### config.mk
export PLATFORM = sky130hd
export DESIGN_NAME = uart_rx
export DESIGN_NICKNAME = d
export VERILOG_FILES = /design/src/rtl/uart_rx.sv
export SDC_FILE = /design/constraint.sdc
export NUM_CORES = 1
export LEC_CHECK = 0
export BUFFER_PORTS_ARGS = -buffer_cell sky130_fd_sc_hd__buf_2
export CELL_PAD_IN_SITES_DETAIL_PLACEMENT = 1
export CELL_PAD_IN_SITES_GLOBAL_PLACEMENT = 1
export CORE_MARGIN = 2
export CORE_UTILIZATION = 40
export CTS_CLUSTER_SIZE = 40
export DETAILED_ROUTE_END_ITERATION = 8
export PLACE_DENSITY = 0.74
export SLEW_MARGIN = 20
export SYNTH_ARGS = -nofsm -noshare
export SYNTH_HDL_FRONTEND = slang
export SYNTH_SLANG_ARGS = --single-unit
### constraint.sdc
create_clock -name pclk -period 2.6 [get_ports pclk]
set_clock_uncertainty 0.15 [all_clocks]
set_input_delay 0.52 -clock pclk [delete_from_list [all_inputs] [get_ports pclk]]
set_output_delay 0.52 -clock pclk [all_outputs]
set_load 0.02 [all_outputs]
### src/rtl/uart_rx.sv
// uart_rx: 16x-oversampled 8N1 serial receiver with a one-cycle rx_done strobe and a framing-error flag.
// The stop bit is sampled near its end, so a following start bit needs no idle gap.
module uart_rx #(
  parameter int DBIT    = 8,
  parameter int SB_TICK = 16,
  parameter int DIVISOR = 423
) (
  input  logic            pclk,
  input  logic            rst,
  input  logic            rx,
  output logic [DBIT-1:0] r_data,
  output logic            rx_done,
  output logic            frame_err
);
  localparam int DW = DIVISOR > 1 ? $clog2(DIVISOR) : 1;
  localparam int NW = DBIT > 1 ? $clog2(DBIT) : 1;

  typedef enum logic [1:0] {IDLE, START, DATA, STOP} state_t;

  state_t          state;
  logic            rx_m, rx_s, tick;
  logic [DW-1:0]   div_cnt;
  logic [3:0]      s_cnt;
  logic [NW-1:0]   n;
  logic [DBIT-1:0] b;

  always_ff @(posedge pclk or negedge rst)
    if (!rst) {rx_m, rx_s} <= 2'b11;
    else      {rx_m, rx_s} <= {rx, rx_m};

  assign tick = div_cnt == DW'(DIVISOR - 1);

  always_ff @(posedge pclk or negedge rst)
    if (!rst) div_cnt <= '0;
    else      div_cnt <= tick ? '0 : div_cnt + 1'b1;

  always_ff @(posedge pclk or negedge rst)
    if (!rst) begin
      state     <= IDLE;
      s_cnt     <= '0;
      n         <= '0;
      b         <= '0;
      r_data    <= '0;
      rx_done   <= 1'b0;
      frame_err <= 1'b0;
    end else begin
      rx_done <= 1'b0;
      case (state)
        IDLE:
          if (!rx_s) begin
            state <= START;
            s_cnt <= '0;
          end
        START:
          if (tick) begin
            if (s_cnt == 4'd7) begin
              state <= rx_s ? IDLE : DATA;
              s_cnt <= '0;
              n     <= '0;
            end else s_cnt <= s_cnt + 1'b1;
          end
        DATA:
          if (tick) begin
            if (s_cnt == 4'd15) begin
              b     <= {rx_s, b[DBIT-1:1]};
              s_cnt <= '0;
              if (n == NW'(DBIT - 1)) state <= STOP;
              else n <= n + 1'b1;
            end else s_cnt <= s_cnt + 1'b1;
          end
        STOP:
          if (tick) begin
            if (s_cnt == 4'(SB_TICK - 1)) begin
              r_data    <= b;
              frame_err <= ~rx_s;
              rx_done   <= 1'b1;
              state     <= IDLE;
            end else s_cnt <= s_cnt + 1'b1;
          end
        default: state <= IDLE;
      endcase
    end
endmodule

# After elaboration in Yosys (flattened, before gate mapping)

Index checks and enable logic that the tools add are counted.

$add $sub $neg: 3
Mux-type cells: 28
Bitwise gates (word level): 1
Eq/ne operators: 17
Reductions and logical operators: 7

Operators by type and width:

| operator            | count |
|---|---|
| $mux 4              | 7 |
| $ne 2x2->1 const B  | 10 |
| $mux 2              | 9 |
| $pmux 4 s4          | 1 |
| $mux 3              | 5 |
| $add 9x1->9 const B | 1 |
| $eq 9x9->1 const B  | 1 |
| $mux 9              | 1 |
| $pmux 2 s4          | 1 |
| $reduce_and 8->1    | 1 |
| $pmux 3 s2          | 1 |
| $reduce_and 3->1    | 2 |
| $reduce_and 6->1    | 1 |
| $reduce_and 5->1    | 1 |
| $add 4x1->4 const B | 1 |
| $eq 2x2->1 const B  | 2 |
| $eq 4x3->1 const B  | 1 |
| $eq 4x4->1 const B  | 1 |
| $add 3x1->3 const B | 1 |
| $eq 3x3->1 const B  | 1 |
| $mux 1              | 3 |
| $eq 2x1->1 const B  | 1 |
| $logic_not 2->1     | 1 |
| $reduce_bool 2->1   | 1 |
| $not 1->1           | 1 |

Flip-flop bits (word level): 38

# Depth between registers and ports, before layout

Gate-level depths: netlist (run 1).

Word-level depth: 5
Depth in mapped cells: 8

# Least setup slack after synthesis (run 1)

OpenSTA, ideal clock, no wires.

Path kind: register -> register
Start: reg div_cnt[0]
End: reg b[0]
Path buffers: 1
Path slack: 0.435 ns
Stages on the path, launching flop included: 9
Library setup time: 0.125 ns
Arrival: 1.890 ns
Cell sequence: dfrtp_1 inv_1 ha_1 nand4_4 nor3_4 nand4_4 nor2b_2 buf_6 mux2_4

Longest elaborated chain between the ends: 2

Ends and longest elaborated chain:

| element                    | RTL line | source |
|---|---|---|
| from (decl)                | 22       | `logic [DW-1:0] div_cnt;` |
| from (signal assigned)     | 35       | `else div_cnt <= tick ? '0 : div_cnt + 1'b1;` |
| $eq 9x9->1                 | 31       | `assign tick = div_cnt == DW'(DIVISOR - 1);` |
| $reduce_and 3->1 (no line) | --       |  |
| to (signal assigned)       | 65       | `b <= {rx_s, b[DBIT-1:1]};` |
| to (decl)                  | 25       | `logic [DBIT-1:0] b;` |

No other way between the ends.
A chain may end at the register's enable or synchronous reset.

# Worst setup path in the final report (run 1)

Ends and elaborated chain as after synthesis.

==> metrics.cfg, run 1 <==
[status]
status = finished, final reports clean

[routing]
drt_iter0_markers = 31
ant_nets = 0
vias = 1168
drt-total-wl_mm = 3.57
post_drt_via_cell_ratio = 5.41
wire_per_inst_um = 16.5
drc = 0
drtPass1Iterations = 4

[timing]
timing.slew.headroom_pct = 43.5
hold_viol = 0
worst_pin_slew_ns = 0.848
period_minus_slack_ns = 2.22
setup_ws_ns = 0.383
setup_viol = 0
fin_crit_sh_pct = 85.3
grt_setup_unrepaired = false
timing.hold.ws_ns = 0.170
max_clock_freq_ghz = 0.451
setup_tns_ns = 0
final_max_slew_viol_count = 0

[job]
cap_violations = 0

[floorplanning]
die_h_um = 71.3
core-area_um2 = 4350
fp.dieW_um = 71.3
die-area_um2 = 5080
num_rows = 24
io_pins = 13
start_util_pct = 41.6

[yosys]
synth_edf_count = 0
syn_avg_cell_area_um2 = 12.4
synth_commonest_cells = dfrtp_1, nand2_1, nor2_1
async_reset_ff_share_pct = 100
ys_ff_latch = 38
synth_area_um2 = 1810
synthDistinctLibCells = 43
yosysMostFrequentCell = dfrtp_1
synthFlopType = dfrtp_1
yosysSeqAreaShare_pct = 52.6
synth_top_area_cell = dfrtp_1
syn_nets = 154
synth_warnings = 0
synth_top_area_share_pct = 49.7
yosys-top-cells-area = dfrtp_1, mux2_4, mux2_2
syn_inst = 146

[placed_design]
dpl.hpwl_mm = 2.52
numPlacedInstances = 208
postPlaceCellArea_um2 = 1930
gp_congestion = 0.779
dp_slack_ns = 0.391
port-buffer-count = 12

[critical_path]
setup.worst_path.start_class = flip-flop
regToRegStartpoint = div_cnt[0]
crit_type = flip-flop to flip-flop
r2r_end = b[0]
arrival_ns = 2.25
worst_setup_path_end_kind = flip-flop
rr_worst_depth = 8
cp.required_ns = 2.63
path_max_fanout = 8
regToRegSetupSlack_ns = 0.38

[clocking]
cts_resized = 0
clk_latency_ns = 0.30
post_cts_buffers = 0
cts_buffer_depth = 2
cts-root-buf = clkbuf_8
h-tree-depth = 2
cts_buffers = 5
clock-sinks = 38
postCtsHoldBufs = 0
cts_tree = done
path_clk_slew_ns = 0.08

[cells_and_area]
post-route-util_pct = 46.9
drive_gt1_share_pct = 31.1
diodes = 0
final_nets = 171
final_cells = 216
area_growth_pct = 12.8
fin_area_um2 = 2040

[global_route]
grt_usage_pct = 16.6
antenna_found_initial = 0
grt_max_degree = 39
grt_overflow_total = 0
grt_pass1_vias = 1313
grt_pass1_wl_mm = 6.42

[pwr]
total_power_mw = 1.13
ir_drop_mv = 0.329
p_leak_nw = 1.06
p_per_area_nw_per_um2 = 553

[worst_hold_path]
hold_path_class = primary input to asynchronous set/reset pin

-- cells by family (layout without fill, tap and decap cells) --
group	Yosys count	after routing	share of synthesized area, %
AOI/OAI and AO/OA	23	23	9.12
xor gates and xnor gates	5	5	2.42
adders and majority gates	5	5	3.45
buffers and inverters	10	28	2.62
DFF	38	38	52.6
muxes	19	19	13.6
and+or+nand+nor	46	46	16.2
-- sequential cells by signal, indices dropped and copies added, names as in the netlist, named ones only --
name / flops
b: 8
div_cnt: 9
frame_err: 1
n: 3
r_data: 8
rx_done: 1
rx_m: 1
rx_s: 1
s_cnt: 4
state: 1
-- per-layer routing --
layer / vias to the layer above / GRT usage, % / part of all wire, %
li1: 552 / - / -
met1: 594 / 19.4 / 41
met2: 14 / 27.8 / 53
met3: 8 / 4.78 / 2.6
met4: 0 / 8.18 / 2.9
met5: - / 0 / 0
-- layout make-up --
| cell class | count | area (µm²) |
|---|---|---|
| clock buffers | 7 | 86.3 |
| clock inverters | 1 | 30.0 |
| fillers | 473 | 2310 |
| repair buffers | 14 | 75.1 |
| inverters | 6 | 22.5 |
| flip-flops and latches | 38 | 953 |
| multi-input cells | 98 | 811 |
| well taps | 52 | 65.1 |
-- cell usage in the layout, fill, tap and decap left out, drive strengths merged, types with 3 or more instances in the layout --
| cell type | n |
|---|---|
| mux2 | 18 |
| dfrtp | 36 |
| nand2 | 12 |
| nor2 | 11 |
| a21oi | 4 |
| clkbuf | 7 |
| buf | 14 |
| xnor2 | 3 |
| nand4 | 3 |
| nand3 | 6 |
| ha | 5 |
| inv | 6 |
| o21ai | 6 |
-- where the power goes --
| group | switching (mW) | total [mW] | internal, mW |
|---|---|---|---|
| logic | 0.0125 | 0.0141 | 0.00154 |
| registers | 0.00130 | 0.595 | 0.594 |
| clock network | 0.208 | 0.520 | 0.313 |
-- worst max-delay path: stages, from the launching register on --
cell     delay, ns
dfrtp_1       0.43
inv_1         0.07
ha_1          0.18
nand4_4       0.14
nor3_4        0.27
nand4_4       0.19
nor2b_2       0.15
buf_4         0.20
mux2_4        0.32
-- worst max path at each step --
stage          slack, ns   end  cells past startpoint        from
3_3_place_gp        0.44  b[6]                      8  div_cnt[0]
3_5_place_dp        0.39  b[3]                      8  div_cnt[0]
2_1_floorplan       0.44  b[0]                      8  div_cnt[0]
6_report            0.38  b[0]                      8  div_cnt[0]
5_1_grt             0.18  n[2]                      7  div_cnt[0]
4_1_cts             0.38  b[0]                      8  div_cnt[0]
Note: power is estimated with default switching activity, not from simulation.
==> run 2: changes to the inputs <==
--- a/config.mk
+++ b/config.mk
@@ -5,6 +5,7 @@
 export SDC_FILE = /design/constraint.sdc
 export NUM_CORES = 1
 export LEC_CHECK = 0
+export ABC_AREA = 1
 export BUFFER_PORTS_ARGS = -buffer_cell sky130_fd_sc_hd__buf_2
 export CELL_PAD_IN_SITES_DETAIL_PLACEMENT = 1
 export CELL_PAD_IN_SITES_GLOBAL_PLACEMENT = 1
@@ -12,7 +13,7 @@
 export CORE_UTILIZATION = 40
 export CTS_CLUSTER_SIZE = 40
 export DETAILED_ROUTE_END_ITERATION = 8
-export PLACE_DENSITY = 0.74
+export PLACE_DENSITY_LB_ADDON = 0.12
 export SLEW_MARGIN = 20
 export SYNTH_ARGS = -nofsm -noshare
 export SYNTH_HDL_FRONTEND = slang
==> run 2 against run 1 <==
Net effect:
- utilization shrank 0.33 points
- final area grew 1.3%
- non-clock buffer count shrank 2
- sequential share of layout area shrank 0.62 points
- synthesized area is 3.8% higher
- combinational power decreased by 6%
- sequential power barely moved
- critical endpoint is now r_data[1]
==> metrics.cfg, run 2 <==
[placed_design]
gp_congestion = 0.806
port-buffer-count = 12
dp_slack_ns = 0.749
postPlaceCellArea_um2 = 1980
dpl.hpwl_mm = 2.97
numPlacedInstances = 267

[clocking]
post_cts_buffers = 0
clock-sinks = 38
cts_buffers = 5
h-tree-depth = 2
clk_latency_ns = 0.29
cts_tree = done
cts_resized = 0
cts-root-buf = clkbuf_8
postCtsHoldBufs = 0
path_clk_slew_ns = 0.07
cts_buffer_depth = 2

[yosys]
synth_top_area_cell = dfrtp_1
synthDistinctLibCells = 30
synthFlopType = dfrtp_1
synth_warnings = 0
yosysSeqAreaShare_pct = 50.7
yosysMostFrequentCell = nand2_1
synth_commonest_cells = nand2_1, dfrtp_1, inv_1
synth_top_area_share_pct = 47.9
syn_inst = 205
synth_area_um2 = 1880
ys_ff_latch = 38
yosys-top-cells-area = dfrtp_1, nand2_1, inv_1
async_reset_ff_share_pct = 100
syn_avg_cell_area_um2 = 9.17
synth_edf_count = 0
syn_nets = 213

[cells_and_area]
fin_area_um2 = 2070
final_nets = 230
reg_top3 = div_cnt: 9 flops, b: 8 flops, r_data: 8 flops
post-route-util_pct = 46.6
layout_commonest_cell = nand2_1
final_cells = 275
regMostFlops = div_cnt
mostFrequentLayoutCells = nand2_1, dfrtp_1, inv_1
area_growth_pct = 10.1
diodes = 0
largest_reg_flops = 9
drive_gt1_share_pct = 25.6

[critical_path]
worst_setup_path_end_kind = flip-flop
cp.required_ns = 2.63
crit_type = flip-flop to flip-flop
arrival_ns = 1.87
setup.worst_path.start_class = flip-flop
path_max_fanout = 16

[floorplanning]
num_rows = 24
die_h_um = 72.6
start_util_pct = 42.3
fp.dieW_um = 72.6
die-area_um2 = 5270
io_pins = 13
core-area_um2 = 4440

[timing]
timing.hold.ws_ns = 0.179
grt_setup_unrepaired = false
period_minus_slack_ns = 1.84
fin_crit_sh_pct = 70.8
setup_tns_ns = 0
max_clock_freq_ghz = 0.543
worst_pin_slew_ns = 0.850
final_max_slew_viol_count = 0
hold_viol = 0
timing.slew.headroom_pct = 43.3
setup_viol = 0
setup_ws_ns = 0.759

[routing]
post_drt_via_cell_ratio = 4.95
drt_iter0_markers = 41
wire_per_inst_um = 14.0
ant_nets = 0
drt-total-wl_mm = 3.86
vias = 1362
drtPass1Iterations = 4
drc = 0

[pwr]
seq_power_share_pct = 58.4
total_power_mw = 1.02
netSwitchingFraction_pct = 20.6
p_per_area_nw_per_um2 = 492
intPower_mw = 0.809
p_leak_nw = 1.15
clockPowerShare_pct = 40.3
power_frac_comb_pct = 1.3
p_sw_mw = 0.210
ir_drop_mv = 0.213

[global_route]
grt_pass1_vias = 1494
grt_usage_pct = 16.9
grt_max_degree = 39
antenna_found_initial = 0
grt_pass1_wl_mm = 6.77
grt_overflow_total = 0

[worst_hold_path]
hold_path_class = primary input to flip-flop

[job]
cap_violations = 0

[status]
status = finished, final reports clean

## run 2: layout make-up
cell class	count	area (µm²)
clock buffer	7	86.3
clock inverter	1	5.00
fill	557	2370
inverter	36	140
multi-input combinational	129	761
sequential	38	953
tap	52	65.1
timing repair buffer	12	60.1
## run 2: cell families after synthesis
| family | share of synthesized area [%] |
|---|---|
| adders and majority gates | 3.33 |
| and+or+nand+nor | 22.9 |
| DFF | 50.7 |
| xor gates and xnor gates | 0.932 |
| buffers and inverters | 8.85 |
| AOI/OAI and AO/OA | 13.3 |
## run 2: critical path: stages, from the launching register on
cell and delay, ns:
dfrtp_1 0.40, ha_1 0.21, nand2_1 0.14, nor2_4 0.19, nand2_4 0.09, nor2_8 0.26
nand2_1 0.12, o21ai_1 0.10, inv_1 0.06
## run 2: layer usage
| metal | vias to the layer above | track usage, % | wire length (µm) |
|---|---|---|---|
| li1 | 681 | - | - |
| met3 | 5 | 4.17 | 110 |
| met2 | 17 | 31.2 | 2100 |
| met1 | 659 | 18.9 | 1600 |
| met4 | 0 | 5.56 | 45 |
| met5 | - | 0 | 0 |
## run 2: final timing paths
path / startpoint / endpoint / slack [ns] / depth (start not counted)
worst max register to register: s_cnt[0] / r_data[1] / 0.76 / 8
worst max-delay path: s_cnt[0] / r_data[1] / 0.76 / 8
min in group asynchronous: rst / div_cnt[2] / 0.19 / 1
worst min register to register: rx_m / rx_s / 0.21 / 0
max in group asynchronous: rst / s_cnt[2] / 1.58 / 1
worst min-delay path: rx / rx_m / 0.18 / 1
## run 2: power by group through the flow
stage	logic, mW	registers, mW	clock network (mW)
after CTS	0.0145	0.594	0.431
after global routing	0.0161	0.594	0.459
final	0.0132	0.595	0.410
after global placement	0.0142	0.606	0
after detailed placement	0.0145	0.606	0
after floorplan	0.000591	0.606	0
==> run 3: changes to the inputs <==
==> constraint.sdc (replaced) <==
create_clock -name pclk -period 1.83 [get_ports pclk]
set_clock_uncertainty 0.15 [all_clocks]
set_input_delay 0.366 -clock pclk [delete_from_list [all_inputs] [get_ports pclk]]
set_output_delay 0.366 -clock pclk [all_outputs]
set_load 0.02 [all_outputs]
==> run 3 against run 2 <==
Net effect:
- wire length is 1.6% higher
- die area unchanged
- utilization is 3.1 points higher
- clock power up 39%
- cell count up 3.6%
==> metrics.cfg, run 3 (same netlist as run 2, synthesis figures left out) <==
[timing]
setup_ws_ns = 0.128
setup_tns_ns = 0
hold_viol = 0
timing.hold.ws_ns = 0.0241
final_max_slew_viol_count = 0
timing.slew.headroom_pct = 67.7
max_clock_freq_ghz = 0.588
fin_crit_sh_pct = 93.0
worst_pin_slew_ns = 0.485
setup_viol = 0
period_minus_slack_ns = 1.70
grt_setup_unrepaired = false

[global_route]
grt_pass1_wl_mm = 6.47
grt_overflow_total = 0
antenna_found_initial = 0
grt_max_degree = 39
grt_usage_pct = 15.8
grt_pass1_vias = 1441

[critical_path]
regToRegStartpoint = div_cnt[0]
rr_worst_depth = 10
cp.required_ns = 1.87
worst_setup_path_end_kind = flip-flop
cp_slowest_cell = dfrtp_1
max_stage_delay_ns = 0.38
worstPathCellList = inv_1 -> ha_1 -> nand2_1 -> nor2_4 -> nand2_8 -> nor2_8 -> buf_4 -> nand2_2 -> o21ai_2 -> inv_2
arrival_ns = 1.74
path_max_fanout = 9
setup.worst_path.start_class = flip-flop
crit_type = flip-flop to flip-flop
r2r_end = r_data[6]
regToRegSetupSlack_ns = 0.13

[clocking]
clock-sinks = 38
cts_tree = done
cts_buffer_depth = 2
cts_buffers = 5
clk_latency_ns = 0.29
cts-root-buf = clkbuf_8
path_clk_slew_ns = 0.07
h-tree-depth = 2

[placed_design]
dpl.hpwl_mm = 2.76
port-buffer-count = 12
dp_slack_ns = 0.0178
gp_congestion = 0.821

[cells_and_area]
largest_reg_flops = 9
reg_top3 = div_cnt: 9 flops, b: 8 flops, r_data: 8 flops
mostFrequentLayoutCells = nand2_1, dfrtp_1, inv_1
diodes = 0
drive_gt1_share_pct = 30.5
ff_latch_area_um2 = 953
area_growth_pct = 17.4
layout_commonest_cell = nand2_1
regMostFlops = div_cnt
n_fill_cell = 523
final_nets = 240
multi_input_area_um2 = 817

[routing]
drt_iter0_markers = 25
drc = 0
drt-total-wl_mm = 3.92
drtPass1Iterations = 4
ant_nets = 0
post_drt_via_cell_ratio = 4.96
wire_per_inst_um = 13.7
vias = 1413

[pwr]
p_per_area_nw_per_um2 = 650
p_leak_nw = 1.17
ir_drop_mv = 0.361

[job]
cap_violations = 0

[floorplanning]
die-area_um2 = 5270
io_pins = 13
core-area_um2 = 4440
fp.dieW_um = 72.6
num_rows = 24
die_h_um = 72.6
start_util_pct = 42.3

[worst_hold_path]
hold_depth = 1
holdPathEnd = rx_m
worstHoldStart = rx
hold_path_class = primary input to flip-flop

[status]
status = finished, final reports clean

==> run 3: how the worst max path moves through the flow <==
stage / startpoint / endpoint / slack, ns
after detailed placement: div_cnt[0] / b[7] / 0.02
after CTS: div_cnt[0] / b[7] / 0.004
final: div_cnt[0] / r_data[6] / 0.13
after floorplan: div_cnt[0] / b[0] / 0.20
after global routing: div_cnt[0] / n[2] / 0.009
after global placement: div_cnt[0] / b[0] / 0.10
==> run 3: worst max-delay path, delay by kind of cell, from the launching register on <==
| kind | cells | cell delay [ns] |
|---|---|---|
| AOI/OAI and AO/OA | 1 | 0.06 |
| buffers and inverters | 3 | 0.28 |
| and+or+nand+nor | 5 | 0.59 |
| DFF | 1 | 0.38 |
| adders and majority gates | 1 | 0.14 |
==> run 3: area by class of cell <==
type,instances,area share (%)
sequential,38,43.2
multi-input combinational,130,37.0
timing repair buffer,21,6.46
inverter,36,6.35
clock buffer,5,3.12
tap,52,2.95
clock inverter,3,0.963
==> run 3: stage by stage <==
| stage | util, % | cells | instance area (µm²) | power (mW) |
|---|---|---|---|---|
| 2_1_floorplan | - | 205 | 1880 | 0.861 |
| 3_3_place_gp | 44.9 | 269 | 1990 | 0.882 |
| 3_5_place_dp | 44.9 | 269 | 1990 | 0.883 |
| 4_1_cts | 47.1 | 278 | 2090 | 1.46 |
| 5_1_grt | 49.7 | 285 | 2210 | 1.50 |
| 6_report | 49.7 | 285 | 2210 | 1.43 |
==> run 3: what timing repair did <==
item,CTS,global route
hold buffers,1,0
hold endpoints to repair,36,0
setup buffers,0,6
gates resized for setup,0,9
endpoints found under the setup margin,0,24
==> run 3: per-layer routing <==
| layer | part of all wire (%) | vias to the layer above | wire (µm) | global-route usage (%) |
|---|---|---|---|---|
| li1 | - | 702 | - | - |
| met1 | 44 | 689 | 1710 | 18.1 |
| met2 | 53 | 14 | 2060 | 28.6 |
| met3 | 2.0 | 8 | 78 | 3.33 |
| met4 | 1.7 | 0 | 66 | 5.76 |
| met5 | 0 | - | 0 | 0 |
==> run 3: power by group <==
part / leakage [nW] / switching, mW / internal [mW]
Sequential: 0.505 / 0.00140 / 0.843
Combinational: 0.623 / 0.0176 / 0.00446
Clock: 0.0441 / 0.301 / 0.267
